[config.mk]
export PLATFORM = sky130hd
export DESIGN_NAME = mod_enc_add_round_key
export DESIGN_NICKNAME = d
export VERILOG_FILES = /design/src/rtl/aes_pkg.sv /design/src/rtl/mod_enc_ark_keybuf.sv /design/src/rtl/mod_enc_add_round_key.sv
export SDC_FILE = /design/constraint.sdc
export NUM_CORES = 2
export LEC_CHECK = 0
export ABC_AREA = 1
export BUFFER_PORTS_ARGS = -buffer_cell sky130_fd_sc_hd__buf_4
export CAP_MARGIN = 20
export CORE_UTILIZATION = 48
export DETAILED_ROUTE_END_ITERATION = 6
export GPL_TIMING_DRIVEN = 1
export HOLD_SLACK_MARGIN = 0.05
export PLACE_DENSITY = 0.68
export SYNTH_ARGS = -nofsm -noshare
export SYNTH_HDL_FRONTEND = slang
export SYNTH_SLANG_ARGS = --single-unit
[constraint.sdc]
create_clock -name clk -period 15.81 [get_ports clk]
set_input_delay 4.743 -clock clk [delete_from_list [all_inputs] [get_ports clk]]
set_output_delay 4.743 -clock clk [all_outputs]
set_load 0.01 [all_outputs]
[src/rtl/aes_pkg.sv]
// Shared types and constants for the AES-256 encryption AddRoundKey stage.
package aes_pkg;

    // 16-byte AES state; byte [15] is the first byte of the block.
    typedef logic [15:0][7:0] aes_state_t;
    // Round keys share the state layout.
    typedef aes_state_t aes_rkey_t;

    localparam int NR_AES256 = 14;
    localparam int RND_W     = 4;

    // Round sequencing: whitening (IDLE), middle rounds (RUN), final round (FINAL).
    typedef enum logic [1:0] {
        ARK_IDLE  = 2'd0,
        ARK_RUN   = 2'd1,
        ARK_FINAL = 2'd2
    } ark_fsm_e;

endpackage

[src/rtl/mod_enc_ark_keybuf.sv]
// Round-key register file: NR+1 slots, one write port, one asynchronous read port.
// Writes to a slot index above NR are dropped and flagged with a one-cycle error pulse.
// The key slots have no reset; only the error flag is cleared by i_rst.
module mod_enc_ark_keybuf #(
    parameter int N     = 16,
    parameter int NR    = 14,
    parameter int RND_W = 4
) (
    input  logic                  clk,
    input  logic                  i_rst,
    input  logic                  i_wr_en,
    input  logic [RND_W-1:0]      i_wr_idx,
    input  logic [N-1:0][7:0]     i_wr_data,
    input  logic [RND_W-1:0]      i_rd_idx,
    output logic [N-1:0][7:0]     o_rd_data,
    output logic                  o_wr_err
);

    logic [N-1:0][7:0] r_keys [0:NR];
    logic              r_wr_err;
    logic              w_wr_ok;
    logic              w_rd_ok;

    assign w_wr_ok = (int'(i_wr_idx) <= NR);
    assign w_rd_ok = (int'(i_rd_idx) <= NR);

    // Key slot write; a read of the same slot this cycle still sees the old key.
    always_ff @(posedge clk) begin
        if (i_wr_en && w_wr_ok) begin
            r_keys[i_wr_idx] <= i_wr_data;
        end
    end

    // One-cycle pulse for an out-of-range write.
    always_ff @(posedge clk) begin
        if (i_rst) begin
            r_wr_err <= 1'b0;
        end else begin
            r_wr_err <= i_wr_en && !w_wr_ok;
        end
    end

    assign o_rd_data = w_rd_ok ? r_keys[i_rd_idx] : '0;
    assign o_wr_err  = r_wr_err;

endmodule

[src/rtl/mod_enc_add_round_key.sv]
// AES-256 encryption AddRoundKey stage: XORs the incoming state with rk[rnd],
// registers the result and sequences the round index 0..NR for one block.
// Optional input skid buffer is enabled by defining ARK_SKID_EN.
//
// Handshake: a beat moves on in_valid && in_ready (input side) and on
// out_valid && out_ready (output side); outputs hold steady while
// out_valid && !out_ready. resetn (active high) dominates flush.
module mod_enc_add_round_key #(
    parameter int N     = 16,
    parameter int NR    = 14,
    parameter int RND_W = 4
) (
    input  logic                  clk,
    input  logic                  resetn,
    input  logic                  key_wr_en,
    input  logic [RND_W-1:0]      key_wr_idx,
    input  logic [N-1:0][7:0]     key_wr_data,
    output logic                  key_wr_err,
    input  logic                  flush,
    input  logic [N-1:0][7:0]     inp_ark,
    input  logic                  in_valid,
    output logic                  in_ready,
    output logic [N-1:0][7:0]     outp_ark,
    output logic                  out_valid,
    input  logic                  out_ready,
    output logic [RND_W-1:0]      out_rnd,
    output logic                  out_last,
    output logic [RND_W-1:0]      rnd,
    output logic [1:0]            dbg_state
);

    import aes_pkg::*;

    localparam logic [RND_W-1:0] LP_NR    = RND_W'(NR);
    localparam logic [RND_W-1:0] LP_NR_M1 = RND_W'(NR - 1);

    ark_fsm_e          r_state;
    logic [RND_W-1:0]  r_rnd;
    logic [N-1:0][7:0] r_outp;
    logic              r_out_valid;
    logic [RND_W-1:0]  r_out_rnd;
    logic              r_out_last;

    logic [N-1:0][7:0] w_key;
    logic [N-1:0][7:0] w_load_data;
    logic              w_load;
    logic              w_abort;

    assign w_abort = resetn || flush;

    mod_enc_ark_keybuf #(
        .N     (N),
        .NR    (NR),
        .RND_W (RND_W)
    ) u_keybuf (
        .clk       (clk),
        .i_rst     (resetn),
        .i_wr_en   (key_wr_en),
        .i_wr_idx  (key_wr_idx),
        .i_wr_data (key_wr_data),
        .i_rd_idx  (r_rnd),
        .o_rd_data (w_key),
        .o_wr_err  (key_wr_err)
    );

`ifdef ARK_SKID_EN
    logic              r_skid_full;
    logic [N-1:0][7:0] r_skid_data;
    logic              w_out_free;
    logic              w_in_acc;

    assign w_out_free  = !r_out_valid || out_ready;
    // in_ready follows only the registered skid state (plus the abort inputs).
    assign in_ready    = !w_abort && !r_skid_full;
    assign w_in_acc    = in_valid && in_ready;
    assign w_load      = !w_abort && w_out_free && (r_skid_full || w_in_acc);
    assign w_load_data = r_skid_full ? r_skid_data : inp_ark;

    // Skid occupancy: fill when an accepted beat cannot enter the output register.
    always_ff @(posedge clk) begin
        if (w_abort) begin
            r_skid_full <= 1'b0;
        end else if (r_skid_full) begin
            if (w_out_free) begin
                r_skid_full <= 1'b0;
            end
        end else if (w_in_acc && !w_out_free) begin
            r_skid_full <= 1'b1;
        end
    end

    // Skid data capture; contents are only meaningful while r_skid_full.
    always_ff @(posedge clk) begin
        if (!r_skid_full && w_in_acc && !w_out_free) begin
            r_skid_data <= inp_ark;
        end
    end
`else
    assign in_ready    = !w_abort && (!r_out_valid || out_ready);
    assign w_load      = in_valid && in_ready;
    assign w_load_data = inp_ark;
`endif

    // Round sequencing FSM: one step per beat entering the output register.
    always_ff @(posedge clk) begin
        if (w_abort) begin
            r_state <= ARK_IDLE;
            r_rnd   <= '0;
        end else if (w_load) begin
            case (r_state)
                ARK_IDLE: begin
                    r_state <= ARK_RUN;
                    r_rnd   <= RND_W'(1);
                end
                ARK_RUN: begin
                    if (r_rnd == LP_NR_M1) begin
                        r_state <= ARK_FINAL;
                        r_rnd   <= LP_NR;
                    end else begin
                        r_rnd   <= r_rnd + RND_W'(1);
                    end
                end
                ARK_FINAL: begin
                    r_state <= ARK_IDLE;
                    r_rnd   <= '0;
                end
                default: begin
                    r_state <= ARK_IDLE;
                    r_rnd   <= '0;
                end
            endcase
        end
    end

    // Output register: load keyed beat, drop valid after a transfer with no new beat.
    always_ff @(posedge clk) begin
        if (resetn) begin
            r_outp      <= '0;
            r_out_valid <= 1'b0;
            r_out_rnd   <= '0;
            r_out_last  <= 1'b0;
        end else if (flush) begin
            r_out_valid <= 1'b0;
        end else if (w_load) begin
            r_outp      <= w_load_data ^ w_key;
            r_out_valid <= 1'b1;
            r_out_rnd   <= r_rnd;
            r_out_last  <= (r_rnd == LP_NR);
        end else if (out_ready) begin
            r_out_valid <= 1'b0;
        end
    end

    assign outp_ark  = r_outp;
    assign out_valid = r_out_valid;
    assign out_rnd   = r_out_rnd;
    assign out_last  = r_out_last;
    assign rnd       = r_rnd;
    assign dbg_state = r_state;

endmodule

======== Word-level counts from Yosys, hierarchy flattened ========
Memories as Yosys holds them, arrays and structs flattened. A register that Yosys moved wholly into a read port is not among the register bits.
Index checks and enable logic that the tools add are counted.
cells by class
  add/subtract/negate cells ............... 1
  multiply operators ...................... 0
  div/mod/pow operators ................... 0
  magnitude comparators ................... 2
  eq/ne operators ......................... 4
  shift-type cells ........................ 0
  mux-type cells .......................... 11
  bitwise operators ....................... 2
  reduce and logical (&&, ||, !) cells .... 14
operator list
  kind                   number
  $mux W128              1
  $xor A128 B128 Y128    1
  $mux W4                3
  $eq A4 B4 Y1 const B   2
  $le A4 B4 Y1 const B   2
  $pmux W4 S2            1
  $add A4 B1 Y4 const B  1
  $logic_and A1 B1 Y1    4
  $mux W1                4
  $pmux W2 S2            1
  $reduce_and A2 Y1      2
  $logic_not A1 Y1       3
  $eq A2 B1 Y1 const B   1
  $logic_not A2 Y1       1
  $logic_or A1 B1 Y1     2
  $mux W2                1
  $ne A2 B2 Y1 const B   1
  $reduce_bool A2 Y1     1
  $reduce_or A2 Y1       1
  $not A1 Y1             1
storage, ports and cells
  register bits ........................... 141
  latch bits .............................. 0
  bits in writable memories ............... 1,920
  ROM bits ................................ 0
  bits of input ports ..................... 266
  output and inout bits ................... 142
  logic and storage cells ................. 57
  memories ................................ 1
memories
  memory           depth  bits a word  read ports  clocked after Yosys merged registers in  wr ports  line                      source
  u_keybuf.r_keys  15     128          1           1                                        1         mod_enc_ark_keybuf.sv:19  logic [N-1:0][7:0] r_keys [0:NR];

======== Depth between registers and ports, before layout ========
  word-level depth ........................ 6
  gate-level depth with buffers ........... 14
  depth with buffers taken out ............ 11

======== By module ========
From an unflattened synthesis, not the netlist that was laid out.
unflattened totals
  cell total of the unflattened synthesis .. 7,994
  area total of the unflattened synthesis .. 86,056.3 µm²
by module, submodules not included
  module                 times used  cells an instance  area an instance (µm²)  sequential area each (µm²)
  mod_enc_ark_keybuf     1           7,229              79,719.0                57,675.3
  mod_enc_add_round_key  1           765                6,337.3                 2,802.7

======== Least setup slack after synthesis ========
No wires, ideal clock.
  kind .................................... input -> register
  from .................................... in key_wr_idx[0]
  to ...................................... mem u_keybuf.r_keys[13][0] in the netlist's numbering (enable)
  library setup time ...................... 0.616 ns
  arrival ................................. 10.268 ns
  path slack .............................. 4.925 ns
  cell stages on the path ................. 4
  buffers on the path ..................... 0
  path through ............................ inv_1 > nor2_1 > nand2_1 > nor2_1
between the ends
  longest elaborated chain between the ends .. 4
ends and longest elaborated chain
  element                        line                         source
  start, declared                mod_enc_add_round_key.sv:16  input logic [RND_W-1:0] key_wr_idx,
  $le A4 B4 Y1                   mod_enc_ark_keybuf.sv:24     assign w_wr_ok = (int'(i_wr_idx) <= NR);
  $logic_and A1 B1 Y1            mod_enc_ark_keybuf.sv:29     if (i_wr_en && w_wr_ok) begin
  $mux W1                        mod_enc_ark_keybuf.sv:29
  $mux W1 (not written as such)  mod_enc_ark_keybuf.sv:30     r_keys[i_wr_idx] <= i_wr_data;
  end, declared                  mod_enc_ark_keybuf.sv:19
Parallel ways exist; a longest one is shown, timed or not.

======== Worst setup path in the final report ========
  from .................................... in resetn
  to ...................................... out in_ready
between the ends
  longest elaborated chain between the ends .. 3
ends and longest elaborated chain
  element              line                         source
  start, declared      mod_enc_add_round_key.sv:14  input logic resetn,
  $logic_or A1 B1 Y1   mod_enc_add_round_key.sv:49  assign w_abort = resetn || flush;
  $logic_not A1 Y1     mod_enc_add_round_key.sv:99  assign in_ready = !w_abort && (!r_out_valid || out_ready);
  $logic_and A1 B1 Y1  mod_enc_add_round_key.sv:99
  end, declared        mod_enc_add_round_key.sv:22  output logic in_ready,
No other way between the ends.

==> impl_metrics.csv <==
group,metric,value,unit
run_status,status,"complete, but fails checks",
run_status,violations,"DRC",
synthesis,synthSimpleGateAreaFrac,20.6,%
final_layout,fillers,14774,
critical_path,crit_arrival,5.71,ns
clock_tree,clock_sinks,2065,
detailed_routing,via_per_inst,5.40,
detailed_routing,first_pass_iters,7,
synthesis,synth_nets,8403,
synthesis,synth_top_family_by_area,"simple AND/OR/NAND/NOR gates",
floorplan,coreArea,0.179,sq mm
critical_path,cp_max_fo,42,
detailed_routing,routed_wl,224000,um
floorplan,initial_core_util,48.5,%
placement,place_ws,5.28,ns
critical_path,crit_top_cell,"nor2_2",
placement,placed_cell_area,0.0913,sq mm
synthesis,synth_mux_area_share,0,%
detailed_routing,wl_per_cell,20.5,um
synthesis,synth_cell_types,25,
detailed_routing,drc,1,
synthesis,synth-compound-area-share,2.30,%
synthesis,yosysWarnings,0,
synthesis,synthAdderAreaFrac,0.0432,%
final_layout,instances_no_fill,10901,
clock_tree,clock_path_buffers,3,
floorplan,die_height,427,um
sta,period_needed,10.45,ns
critical_path,cp-start-kind,"input pin",
synthesis,syn_avg_cell_area,10.7,sq um
critical_path,end_kind,"primary output",
critical_path,cp.required,11.07,ns
synthesis,synth_seq_cells,2065,
sta,fin_ws,5.36,ns
clock_tree,cts.clk_slew.worst_paths,0.06,ns
synthesis,ys_seq_area_share,69.7,%
global_routing,grt_max_degree,225,
sta,rsz0062_at_grt,"no",
critical_path,crit_type,"input pin to primary output",
sta,period_share,66.1,%
clock_tree,numCtsBuffers,207,
clock_tree,htree_levels,4,
global_routing,grt_overflow,0,
power_and_ir_drop,ir_drop,89.4,uV
sta,max_slew.worst_pin.slew,1.30,ns
sta,hold_ws,0.472,ns
worst_hold_path,min_path_type,"flop to flop",
detailed_routing,ant_nets,0,
sta,tns,0,ns
critical_path,cp_top_family,"buffers and inverters",
critical_path,crit_buf_inv,3,
sta,maxSlewViolCount,0,
clock_tree,cts_setup_buffers,0,
sta,setup_viol,0,
final_layout,synthToLayoutAreaGrowth,13.2,%
floorplan,io_pins,408,
global_routing,grt_pass1_vias,57089,
floorplan,die_width,427,um
clock_tree,hold_buffers,0,
final_layout,drive_gt1_share,9.66,%
detailed_routing,initialDrtViolationCount,5445,
placement,gp_congestion,0.780,
floorplan,dieArea,0.183,sq mm
power_and_ir_drop,p_leak,0.0400,uW
placement,port_buffers,407,
sta,max_freq,0.0957,GHz
synthesis,synth_area,0.0868,sq mm
run,maxCapViolations,0,
detailed_routing,vias,58834,
global_routing,grt_pass1_wl,336000,um
critical_path,cp_slowest_cell,"buf_6",
sta,hold_viol,0,
global_routing,grt_usage,24.2,%
sta,maxSlewHeadroom,13.4,%
clock_tree,clock_latency,0.84,ns
clock_tree,cts-resized-gates,0,
clock_tree,clock-root-buffer,"clkbuf_16",
final_layout,nets,8630,
sta,fin_skew,0.0359,ns
placement,dpl.hpwl,115000,um
critical_path,crit_chain,"buf_6, nor2_2, inv_2, nor2_2, buf_4",
power_and_ir_drop,power_density,117,mW/mm^2
global_routing,antenna_found_initial,23,
floorplan,rows,155,
final_layout,final_area,0.0983,sq mm
clock_tree,cts_tree,"yes",
synthesis,syn_inst,8134,
synthesis,yosys.area_share.xor_xnor,0.0101,%
critical_path,cpPeakStageDelay,0.36,ns
placement,dp.cells,10506,
## flip-flops by register name (all words and copies together) (netlist names), named ones only
register           count
dbg_state              2
out_last               1
out_rnd                4
out_valid              1
outp_ark             128
rnd                    4
u_keybuf.o_wr_err      1
u_keybuf.r_keys     1920
## synthesized netlist by cell type, drive strengths merged
| cell | count | area (sq um) |
|---|---|---|
| a21oi | 395 | 1980 |
| o221ai | 1 | 8.76 |
| nor3 | 1 | 5.00 |
| a31oi | 1 | 6.26 |
| buf | 359 | 2050 |
| nand3 | 1539 | 7700 |
| nand2 | 2461 | 9240 |
| clkinv | 1 | 5.00 |
| nand4 | 128 | 801 |
| o21ai | 1 | 5.00 |
| ha | 3 | 37.5 |
| inv | 1041 | 3910 |
| edfxtp | 1920 | 57700 |
| dfxtp | 145 | 2900 |
| xor2 | 1 | 8.76 |
| nor2 | 28 | 110 |
| clkbuf | 109 | 409 |
## tightest hold or removal path: stages, from the launching register on
cell     delay [ns]
dfxtp_1        0.31
nand2_1        0.06
a21oi_1        0.05
## metal layers
layer  vias to the layer above  track usage [%]  wire length, um
met5                         -                0              162
met4                        24             8.74             7250
met3                       412             3.77            15200
met2                      2178             41.8           111000
met1                     28451             30.7            90100
li1                      27769                -                -
## cells by family after synthesis
kind of cell               count (synthesis)
and+or+nand+nor                         4157
AOI/OAI and AO/OA                        398
xor gates and xnor gates                   1
buffers and inverters                   1510
DFF                                     2065
adders and majority gates                  3
## final cells by class
| cell class | count | area, sq um | share of cell area [%] |
|---|---|---|---|
| flip-flops and latches | 2065 | 60600 | 61.6 |
| multi-input cells | 4559 | 20000 | 20.4 |
| clock buffers | 270 | 5630 | 5.73 |
| inverters | 1042 | 3960 | 4.03 |
| repair buffers | 486 | 3780 | 3.85 |
| well taps | 2355 | 2950 | 3.00 |
| clock inverters | 115 | 1320 | 1.35 |
| diodes | 9 | 22.5 | 0.0229 |
## report_power, final
part           internal [uW]  switching [uW]  total [uW]
clock                   2860            2090        4960
sequential              6090            34.9        6120
combinational            141             295         436
total                   9090            2420       11500
## worst paths after layout
kind / startpoint / endpoint / slack (ns) / cells past startpoint
worst max register to register: flop / outp_ark[50]$_SDFFE_PP0P_ / 10.65 / 13
worst max-delay path: resetn / in_ready / 5.36 / 5
worst min-delay path: out_rnd[3]$_SDFFE_PP0P_ / out_rnd[3]$_SDFFE_PP0P_ / 0.47 / 2
worst min register to register: out_rnd[3]$_SDFFE_PP0P_ / out_rnd[3]$_SDFFE_PP0P_ / 0.47 / 2
## through the flow
step	power, uW	utilization, %
floorplan	6450	-
global placement	6660	51.0
detailed placement	6680	51.0
CTS	11600	54.9
global route	11800	54.9
finish	11500	54.9
## cell usage in the layout, fill, tap and decap left out, drive strengths merged
cell type  instances
clkbuf           270
nand3           1539
nor2              28
bufinv            21
ha                 3
nand4            128
a31oi              1
diode              9
nand2           2461
edfxtp          1920
o221ai             1
nor3               1
o21ai              1
xor2               1
dfxtp            145
inv             1050
buf              486
a21oi            395
clkinv            80
clkinvlp           6
Note: power is estimated with default switching activity, not from simulation.
